File: config.mk
export PLATFORM = sky130hd
export DESIGN_NAME = mem_arbiter
export DESIGN_NICKNAME = d
export VERILOG_FILES = /design/src/rtl/mem_arbiter.sv
export SDC_FILE = /design/constraint.sdc
export NUM_CORES = 1
export LEC_CHECK = 0
export ABC_AREA = 1
export BUFFER_PORTS_ARGS = -buffer_cell sky130_fd_sc_hd__buf_4
export CAP_MARGIN = 20
export CORE_AREA = 3 3 117 119
export DETAILED_ROUTE_END_ITERATION = 12
export DIE_AREA = 0 0 120 122
export HOLD_SLACK_MARGIN = 0.15
export PLACE_DENSITY = 0.57
export SLEW_MARGIN = 20
export SYNTH_ARGS = -nofsm -noshare
export SYNTH_HDL_FRONTEND = slang
export SYNTH_SLANG_ARGS = --single-unit
File: constraint.sdc
create_clock -name clk -period 1.48 [get_ports clk]
set_input_delay 0.296 -clock clk [delete_from_list [all_inputs] [get_ports clk]]
set_output_delay 0.296 -clock clk [all_outputs]
set_load 0.05 [all_outputs]
File: src/rtl/mem_arbiter.sv
// mem_arbiter: shares one memory-controller port between the CPU and the DMA
// engine. DMA has fixed priority over the CPU; a run counter forces one CPU
// slot after DMA_RUN_MAX consecutive DMA grants while the CPU is waiting.
module mem_arbiter #(
    parameter int unsigned DMA_RUN_MAX = 8
) (
    input  logic        clk,
    input  logic        rst_n,
    input  logic        cpu_req,
    input  logic [31:0] cpu_addr,
    input  logic [31:0] cpu_wdata,
    input  logic [1:0]  cpu_width,
    input  logic        cpu_we,
    output logic        cpu_ack,
    output logic [31:0] cpu_rdata,
    input  logic        dma_req,
    input  logic [31:0] dma_addr,
    input  logic [31:0] dma_wdata,
    input  logic [1:0]  dma_width,
    input  logic        dma_we,
    output logic        dma_ack,
    output logic [31:0] dma_rdata,
    output logic [31:0] m_addr,
    output logic [31:0] m_wdata,
    output logic [1:0]  m_width,
    output logic        m_read,
    output logic        m_write,
    input  logic [31:0] m_rdata,
    input  logic        m_ok,
    output logic [1:0]  grant
);

    localparam int unsigned RUN_W = 8;
    localparam logic [RUN_W-1:0] RUN_LIMIT = RUN_W'(DMA_RUN_MAX);
    localparam logic [RUN_W-1:0] RUN_SAT   = {RUN_W{1'b1}};

    // Encoding doubles as the grant value
    typedef enum logic [1:0] {
        IDLE = 2'b00,
        CPU  = 2'b01,
        DMA  = 2'b10
    } state_t;

    state_t           state, state_nxt;
    logic [RUN_W-1:0] run_cnt, run_cnt_nxt;

    // Read data is a straight pass-through; only meaningful in the ack cycle
    assign cpu_rdata = m_rdata;
    assign dma_rdata = m_rdata;

    // State and run counter registers, synchronous active-low reset
    always_ff @(posedge clk) begin
        if (!rst_n) begin
            state   <= IDLE;
            run_cnt <= '0;
        end else begin
            state   <= state_nxt;
            run_cnt <= run_cnt_nxt;
        end
    end

    // Arbitration, bus muxing, completion and run-counter update
    always_comb begin
        state_nxt   = state;
        run_cnt_nxt = run_cnt;
        m_addr      = '0;
        m_wdata     = '0;
        m_width     = '0;
        m_read      = 1'b0;
        m_write     = 1'b0;
        cpu_ack     = 1'b0;
        dma_ack     = 1'b0;
        grant       = state;

        case (state)
            IDLE: begin
                if (!cpu_req) begin
                    run_cnt_nxt = '0;
                end
                if (dma_req && cpu_req && (run_cnt >= RUN_LIMIT)) begin
                    state_nxt = CPU;
                end else if (dma_req) begin
                    state_nxt = DMA;
                end else if (cpu_req) begin
                    state_nxt = CPU;
                end
            end

            CPU: begin
                m_addr  = cpu_addr;
                m_wdata = cpu_wdata;
                m_width = cpu_width;
                m_read  = cpu_req & ~cpu_we;
                m_write = cpu_req & cpu_we;
                cpu_ack = cpu_req & m_ok;
                // Dropped request aborts; completion returns to arbitration
                if (!cpu_req) begin
                    state_nxt = IDLE;
                end else if (m_ok) begin
                    state_nxt   = IDLE;
                    run_cnt_nxt = '0;
                end
            end

            DMA: begin
                m_addr  = dma_addr;
                m_wdata = dma_wdata;
                m_width = dma_width;
                m_read  = dma_req & ~dma_we;
                m_write = dma_req & dma_we;
                dma_ack = dma_req & m_ok;
                if (!dma_req) begin
                    state_nxt = IDLE;
                end else if (m_ok) begin
                    state_nxt = IDLE;
                    // Count DMA wins only while the CPU is actually waiting
                    if (cpu_req && (run_cnt != RUN_SAT)) begin
                        run_cnt_nxt = run_cnt + RUN_W'(1);
                    end
                end
            end

            default: begin
                state_nxt = IDLE;
            end
        endcase
    end

endmodule

==> results of run 1 <==
## worst paths after layout
path,from,end,slack (ps),cells after the start
setup / recovery,grant[1],m_addr[5],-370,7
hold / removal,rst_n,run_cnt[7],340,3
setup reg to reg,grant[1],run_cnt[7],-260,10
hold reg to reg,run_cnt[4],run_cnt[4],530,2
## final cells by class
cell class | count | area [um^2]
flip-flops and latches | 10 | 208
multi-input cells | 302 | 2460
clock buffers | 3 | 75.1
well taps | 172 | 215
fillers | 1216 | 6850
repair buffers | 261 | 2770
clock inverters | 1 | 3.75
inverters | 19 | 93.8
## kinds of logic (layout without fill, tap and decap cells)
family                     Yosys count  count (layout)  synth area share
AOI/OAI and AO/OA                   79              79             0.179
adders and majority gates            7               7            0.0395
buffers and inverters              107             284             0.301
DFF                                 10              10            0.0904
and+or+nand+nor                    215             216             0.390
## worst max-delay path, stage by stage (launching register included)
cell and delay [ps]:
dfxtp_4 360, inv_4 70, ha_4 170, buf_12 110, buf_12 160, nand2_1 120, a21oi_4 140, buf_6 170
## state kept, by name, indices dropped and copies added, names as in the netlist
register and count:
grant 2, run_cnt 8
## power by group through the flow
stage | Clock, mW | Combinational, mW | Sequential (mW)
global route | 0.501 | 2.72 | 0.319
CTS | 0.487 | 2.28 | 0.315
global placement | 0 | 1.89 | 0.316
finish | 0.481 | 2.58 | 0.315
floorplan | 0 | 1.68 | 0.339
detailed placement | 0 | 1.90 | 0.317
## cells in the final DEF, fill, tap and decap left out, types with 2 or more instances in the layout
master / n
ha_4: 3
nand2_1: 93
a21oi_2: 2
inv_4: 4
ha_1: 4
buf_6: 68
dfxtp_4: 2
buf_12: 8
nor2_1: 18
buf_4: 152
nand2_4: 9
inv_1: 14
nand2_2: 71
buf_8: 15
and2_4: 3
dfxtp_1: 8
nor2_4: 2
a21oi_1: 5
buf_16: 9
a21oi_4: 67
o21ai_0: 2
nand3_2: 5
nand4_1: 2
clkbuf_16: 12
nand3_1: 11
## metal layers
layer | vias to the layer above | wire length (um)
met5 | - | 0
li1 | 1621 | -
met4 | 0 | 65
met2 | 130 | 6760
met3 | 16 | 668
met1 | 1589 | 5100
## repair_timing
item | in CTS | in global routing
pin swaps | 11 | 18
resized for setup | 162 | 55
setup endpoints to repair | 80 | 80
hold buffers | 0 | 0
setup buffers | 7 | 6
cloned | 7 | 11
==> results.txt, run 1 <==
Synth area leader: nand2_1
CTS max path bufs: 2
Die span in y: 122 um
Min-delay worst type: primary input to flop
Detail Placement HPWL: 8.14 mm
Initial antenna violation count: 0
Largest net degree at the start of global routing: 21
Main area contributors after synthesis: nand2_1 29%, buf_4 22%, a21oi_1 17%
Number of flops mapped to enable cells by yosys: 0
Placed cell count: 735
Pwr Total: 3.38 mW
Arrival @ worst endpoint: 1550 ps
Yosys reg bits: 10
FP Rows: 41
GR peak layer: met2
Final core utilization: 0.459
Failing checks: negative setup slack
GRT overflow: 0
H-tree Lvls: 1
Diode count: 0
Minimum clock period: 1850 ps
Die area: 0.0146 mm^2
Leak: 2.28 nW
Core footprint: 0.0127 mm^2
Max Cap Violations: 0
Hold Fails Final Rpt: 0
RSZ-0062 raised after global routing: true
Outcome: finished with violations
Combinational power share: 0.764
DR iter-0 viols: 76
Worst setup path category: flop to output pin
Avg Inst Size Synth: 5.30 um^2
CTS tree: built
Worst slew pin tran: 258 ps
Clock Skews: 2.73 ps
Vias in the first global route: 3,403
Nets: 775
Pwr per Cell Area: 580 mW/mm^2
Asr flop ratio synth: 0
Num CTS Buffers: 3
Startpoint Class: flop
Fin Hold WS: 345 ps
Pre-CTS WS: -215 ps
Critical Path RT: 1180 ps
Global-route wire length before repair: 17.5 mm
Crit-path max FO: 18
Post-route cell area: 0.00582 mm^2
CTS root buf: clkbuf_16
WL/cell: 16.4 um
Sw power: 1.55 mW
Yosys warns: 0
Met2 Use GR: 0.269
Drt pass-1 iters: 4
Drt total wl: 12.6 mm
Reg clk slew, reported paths: 40 ps
GRT met3 Usage: 0.0214
Routed Antenna Nets: 0
Routability cong.: 0.864
Register share of total power: 0.093
Vias per cell: 4.37
Setup crit end kind: output pin
Syn_nets: 596
Met1 Usage GRT: 0.181
Skew-Pair Late Insertion Delay: 240 ps
TritonCTS sink count: 10
Ports: 307
Switching share of total power: 0.459
Initial Util: 0.175
Worst vdd ir: 0.000416 V
Fmax: 0.541 GHz
Sum Neg Setup Slack: -25,240 ps
Post-synthesis sequential area ratio: 0.0904
Internal: 1.83 mW
Final WS setup: -368 ps
DR vias: 3,356
Top post-synthesis cells by count: 169 x nand2_1, 74 x a21oi_1, 64 x buf_4, 20 x nor2_1, 18 x inv_1
Power share of the clock group: 0.143
Overall die width: 120 um
GRT Overall Usage: 0.146
Final setup violation count: 80
Layout area overhead: 163%
Final std cells w/o fill: 768
Synth cell types: 21
Remaining DRCs: 0
# port buffers: 210
Gate Count Post-Synth: 418
Slew Limit Headroom: 0.827
Ys flop type: dfxtp_1
Share of cells above drive strength 1: 0.733
Top-area cell type share of the netlist area: 0.286
Post-Syn Area: 0.00221 mm^2
Period utilization: 1.25
Most common cell in the netlist: nand2_1
Fin. max-slew vios: 0
Area after DPL: 0.00449 mm^2
Note: power is estimated with default switching activity, not from simulation.
==> run 2: changes to the inputs <==
--- a/config.mk
+++ b/config.mk
@@ -11,7 +11,9 @@
 export CORE_AREA = 3 3 117 119
 export DETAILED_ROUTE_END_ITERATION = 12
 export DIE_AREA = 0 0 120 122
+export GPL_ROUTABILITY_DRIVEN = 0
 export HOLD_SLACK_MARGIN = 0.15
+export MAX_ROUTING_LAYER = met4
 export PLACE_DENSITY = 0.57
 export SLEW_MARGIN = 20
 export SYNTH_ARGS = -nofsm -noshare
==> run 2 against run 1 <==
Net effect:
- the run still ends with negative setup slack left
- power hardly changed
- design area is 0.15% lower
- sequential share of layout area hardly changed
- count of clock-buffer cells in the layout stayed put
- sequential power hardly changed
- die area stayed put
- final cell count stayed put
- flip-flop and latch count stayed put
- first-iteration DRC count is 21% higher
- global-route usage is 0.42 points higher
- register-to-register slack hardly changed
- clock skew hardly changed
==> results.txt, run 2 (synthesis gave the netlist of run 1 again) <==
Outcome: finished with violations
Failing checks: negative setup slack
Share of cells above drive strength 1: 0.730
Core footprint: 0.0127 mm^2
Initial antenna violation count: 0
Max Cap Violations: 0
TritonCTS sink count: 10
Period utilization: 1.25
Initial Util: 0.175
Skew-Pair Late Insertion Delay: 240 ps
Biggest register: run_cnt
Largest net degree at the start of global routing: 21
Diode count: 0
Fin Hold WS: 345 ps
Worst vdd ir: 0.000416 V
Worst slew pin tran: 257 ps
Setup crit end kind: output pin
GRT Overall Usage: 0.150
Critical Path RT: 1180 ps
Leak: 2.28 nW
Minimum clock period: 1850 ps
Clock Skews: 3.00 ps
H-tree Lvls: 1
CTS tree: built
Largest register FFs: 8
CTS root buf: clkbuf_16
Most common cell after layout, fill and taps aside: buf_4
Remaining DRCs: 0
Nets: 775
Min-delay worst type: primary input to flop
Slew Limit Headroom: 0.828
Vias in the first global route: 3,399
Fmax: 0.541 GHz
Arrival @ worst endpoint: 1550 ps
Drt total wl: 12.6 mm
# port buffers: 210
Global-route wire length before repair: 17.5 mm
Vias per cell: 4.38
Die area: 0.0146 mm^2
Drt pass-1 iters: 4
WL/cell: 16.4 um
Area after DPL: 0.00449 mm^2
Startpoint Class: flop
Die span in y: 122 um
Layout area overhead: 162%
CTS max path bufs: 2
Reg clk slew, reported paths: 40 ps
Ports: 307
Detail Placement HPWL: 8.14 mm
Hold Fails Final Rpt: 0
FP Rows: 41
Pwr Total: 3.37 mW
Post-route cell area: 0.00581 mm^2
Final WS setup: -370 ps
Most frequent cells in the layout: 152 x buf_4, 95 x nand2_1, 69 x nand2_2, 69 x buf_6, 67 x a21oi_4
RSZ-0062 raised after global routing: true
Num CTS Buffers: 3
Final setup violation count: 80
Overall die width: 120 um
DR iter-0 viols: 92
Routed Antenna Nets: 0
Fin. max-slew vios: 0
Worst setup path category: flop to output pin
DR vias: 3,360
Crit-path max FO: 12
GRT overflow: 0
Post-CTS Hold Buffers: 0
Pwr per Cell Area: 580 mW/mm^2
## run 2: critical path, cell delays in order (launching register included)
cell and delay [ps]:
dfxtp_4 360, inv_4 70, ha_4 160, buf_6 140
buf_12 150, nand2_1 100, a21oi_4 170, buf_8 160
## run 2: path summary, 6_finish.rpt
path              startpoint           to  slack, ps  depth (start not counted)
hold / removal         rst_n   run_cnt[7]        350                          3
hold reg to reg   run_cnt[4]   run_cnt[4]        530                          2
setup / recovery    grant[0]  m_wdata[19]       -370                          7
setup reg to reg    grant[1]   run_cnt[7]       -260                         10
## run 2: per-stage QoR
step / std cells / util / setup TNS [ps] / setup slack [ps]
2_1_floorplan: 418 / - / -18430 / -283
3_3_place_gp: 735 / 0.355 / -10620 / -194
3_5_place_dp: 735 / 0.355 / -11340 / -215
4_1_cts: 751 / 0.420 / -24960 / -390
5_1_grt: 768 / 0.459 / -29520 / -430
6_report: 768 / 0.459 / -25270 / -370
## run 2: routing by layer
layer	up-vias	GRT usage	wire length, um	share of wire
met5	-	-	0	0
met4	0	0.0258	89	0.0071
met3	18	0.0195	654	0.052
met2	131	0.269	6740	0.54
met1	1593	0.182	5110	0.41
li1	1618	-	-	-
## run 2: layout make-up
| cell class | count | area, um^2 |
|---|---|---|
| inverter | 19 | 93.8 |
| timing repair buffer | 261 | 2760 |
| multi-input combinational | 302 | 2460 |
| tap | 172 | 215 |
| sequential | 10 | 208 |
| clock inverter | 1 | 3.75 |
| clock buffer | 3 | 75.1 |
| fill | 1223 | 6860 |
## run 2: power by group
part / total (mW) / leakage [nW] / switching [mW] / internal, mW
Sequential: 0.315 / 0.0830 / 0.0228 / 0.292
Combinational: 2.58 / 2.16 / 1.40 / 1.18
Clock: 0.482 / 0.0385 / 0.128 / 0.354
## run 2: repair_timing
action / CTS / global route
setup buffers: 7 / 6
cloned: 7 / 11
setup endpoints to repair: 80 / 80
gates resized for setup: 162 / 52
pin swaps: 11 / 19
==> run 3: changes to the inputs <==
--- a/config.mk
+++ b/config.mk
@@ -7,7 +7,7 @@
 export LEC_CHECK = 0
 export ABC_AREA = 1
 export BUFFER_PORTS_ARGS = -buffer_cell sky130_fd_sc_hd__buf_4
-export CAP_MARGIN = 20
+export CAP_MARGIN = 10
 export CORE_AREA = 3 3 117 119
 export DETAILED_ROUTE_END_ITERATION = 12
 export DIE_AREA = 0 0 120 122
==> constraint.sdc (replaced) <==
create_clock -name clk -period 1.6 [get_ports clk]
set_input_delay 0.32 -clock clk [delete_from_list [all_inputs] [get_ports clk]]
set_output_delay 0.32 -clock clk [all_outputs]
set_load 0.05 [all_outputs]
==> run 3 against run 2 <==
Net effect:
- design area decreased by 6.8%
- clock skew up 3.8 ps
- register-to-register slack better by 190 ps
- critical path depth is the same
- hold slack gained 24 ps
- via count decreased by 4.6%
- worst setup slack better by 99 ps
- first-iteration DRC count down 13%
- the run still ends with negative setup slack left
- die area did not move
- count of clock-buffer cells in the layout increased by 1
==> results.txt, run 3 (synthesis gave the netlist of run 1 again) <==
Core footprint: 0.0127 mm^2
GRT overflow: 0
Max Cap Violations: 0
DR iter-0 viols: 80
Final setup violation count: 75
Nets: 759
Share of cells above drive strength 1: 0.667
Slew Limit Headroom: 0.837
Worst slew pin tran: 245 ps
Arrival @ worst endpoint: 1550 ps
Remaining DRCs: 0
Diode count: 0
Leak: 2.15 nW
Detail Placement HPWL: 8.21 mm
Clock Skews: 6.77 ps
Most frequent cells in the layout: 147 x buf_4, 121 x nand2_1, 68 x buf_6
Routed Antenna Nets: 0
Fin. max-slew vios: 0
Fmax: 0.535 GHz
Min-delay worst type: primary input to flop
Worst vdd ir: 0.000484 V
CTS tree: built
Startpoint Class: flop
Die span in y: 122 um
Sum Neg Setup Slack: -15,670 ps
CTS root buf: clkbuf_16
Vias in the first global route: 3,260
Initial antenna violation count: 0
Crit-path max FO: 7
Post-route cell area: 0.00542 mm^2
Reg clk slew, reported paths: 50 ps
Worst setup path category: flop to output pin
Final WS setup: -271 ps
Biggest register: run_cnt
Minimum clock period: 1870 ps
Area after DPL: 0.00450 mm^2
Drt total wl: 11.6 mm
Die area: 0.0146 mm^2
Setup crit end kind: output pin
Drt pass-1 iters: 4
Layout area overhead: 145%
DR vias: 3,207
Overall die width: 120 um
CTS max path bufs: 2
FP Rows: 41
Initial Util: 0.175
Most common cell after layout, fill and taps aside: buf_4
Fill count: 1,254
Failing checks: negative setup slack
Critical Path RT: 1280 ps
Largest register FFs: 8
Global-route wire length before repair: 16.1 mm
H-tree Lvls: 1
Post-CTS Hold Buffers: 0
Fin Hold WS: 369 ps
RSZ-0062 raised after global routing: true
Ports: 307
# port buffers: 210
Vias per cell: 4.26
Pwr per Cell Area: 535 mW/mm^2
GRT Overall Usage: 0.135
Hold Fails Final Rpt: 0
Num CTS Buffers: 3
TritonCTS sink count: 10
Outcome: finished with violations
Largest net degree at the start of global routing: 23
Skew-Pair Late Insertion Delay: 240 ps
WL/cell: 15.4 um
Period utilization: 1.17
==> run 3: changes by cell type in the layout (fill, tap and decap cells not counted), sizes merged <==
| cell | before | now |
|---|---|---|
| and2 | 3 | 2 |
| buf | 252 | 240 |
| clkbuf | 12 | 10 |
| clkinv | 1 | 0 |
==> run 3: path summary, 6_finish.rpt <==
check                  start    endpoint  slack [ps]  depth (start not counted)
setup / recovery    grant[0]  m_addr[30]        -270                          7
setup reg to reg    grant[0]  run_cnt[7]         -70                          9
hold reg to reg   run_cnt[4]  run_cnt[4]         520                          2
hold / removal         rst_n  run_cnt[5]         370                          3
==> run 3: final cells by class <==
| cell class | instances | area (um^2) | share of cell area |
|---|---|---|---|
| Timing Repair Buffer | 246 | 2470 | 0.455 |
| Multi-Input combinational cell | 301 | 2350 | 0.434 |
| Tap cell | 172 | 215 | 0.0397 |
| Sequential cell | 10 | 208 | 0.0383 |
| Clock buffer | 4 | 88.8 | 0.0164 |
| Inverter | 19 | 86.3 | 0.0159 |
==> run 3: critical path: stages, from the launching register on <==
cell and delay, ps:
dfxtp_4 360, inv_4 70, ha_4 160, buf_12 150, buf_6 140, nand2_2 80, a21oi_4 170, buf_6 180
==> run 3: repair_timing <==
action	in CTS	in global routing
cloned	2	8
setup buffers	2	4
gates resized for setup	100	68
endpoints found under the setup margin	80	80
endpoints found under the hold margin	0	0
pin swaps	0	18
==> run 3: stage by stage <==
stage	setup WS [ps]	power (mW)	instances	utilization
2_1_floorplan	-188	1.87	418	-
3_3_place_gp	-73.6	2.04	734	0.355
3_5_place_dp	-105	2.07	734	0.355
4_1_cts	-276	2.75	742	0.397
5_1_grt	-317	3.04	752	0.428
6_report	-271	2.90	752	0.428
==> run 3: metal layers <==
metal | global-route usage | vias to the layer above | wire (um)
met5 | - | - | 0
met4 | 0.0208 | 0 | 149
met3 | 0.0241 | 32 | 721
met2 | 0.244 | 127 | 6150
met1 | 0.158 | 1458 | 4590
li1 | - | 1590 | -
==> run 3: power breakdown <==
part	switching, mW	internal [mW]	leakage, nW
clock	0.130	0.377	0.0442
sequential	0.0272	0.270	0.0830
combinational	1.19	0.902	2.02
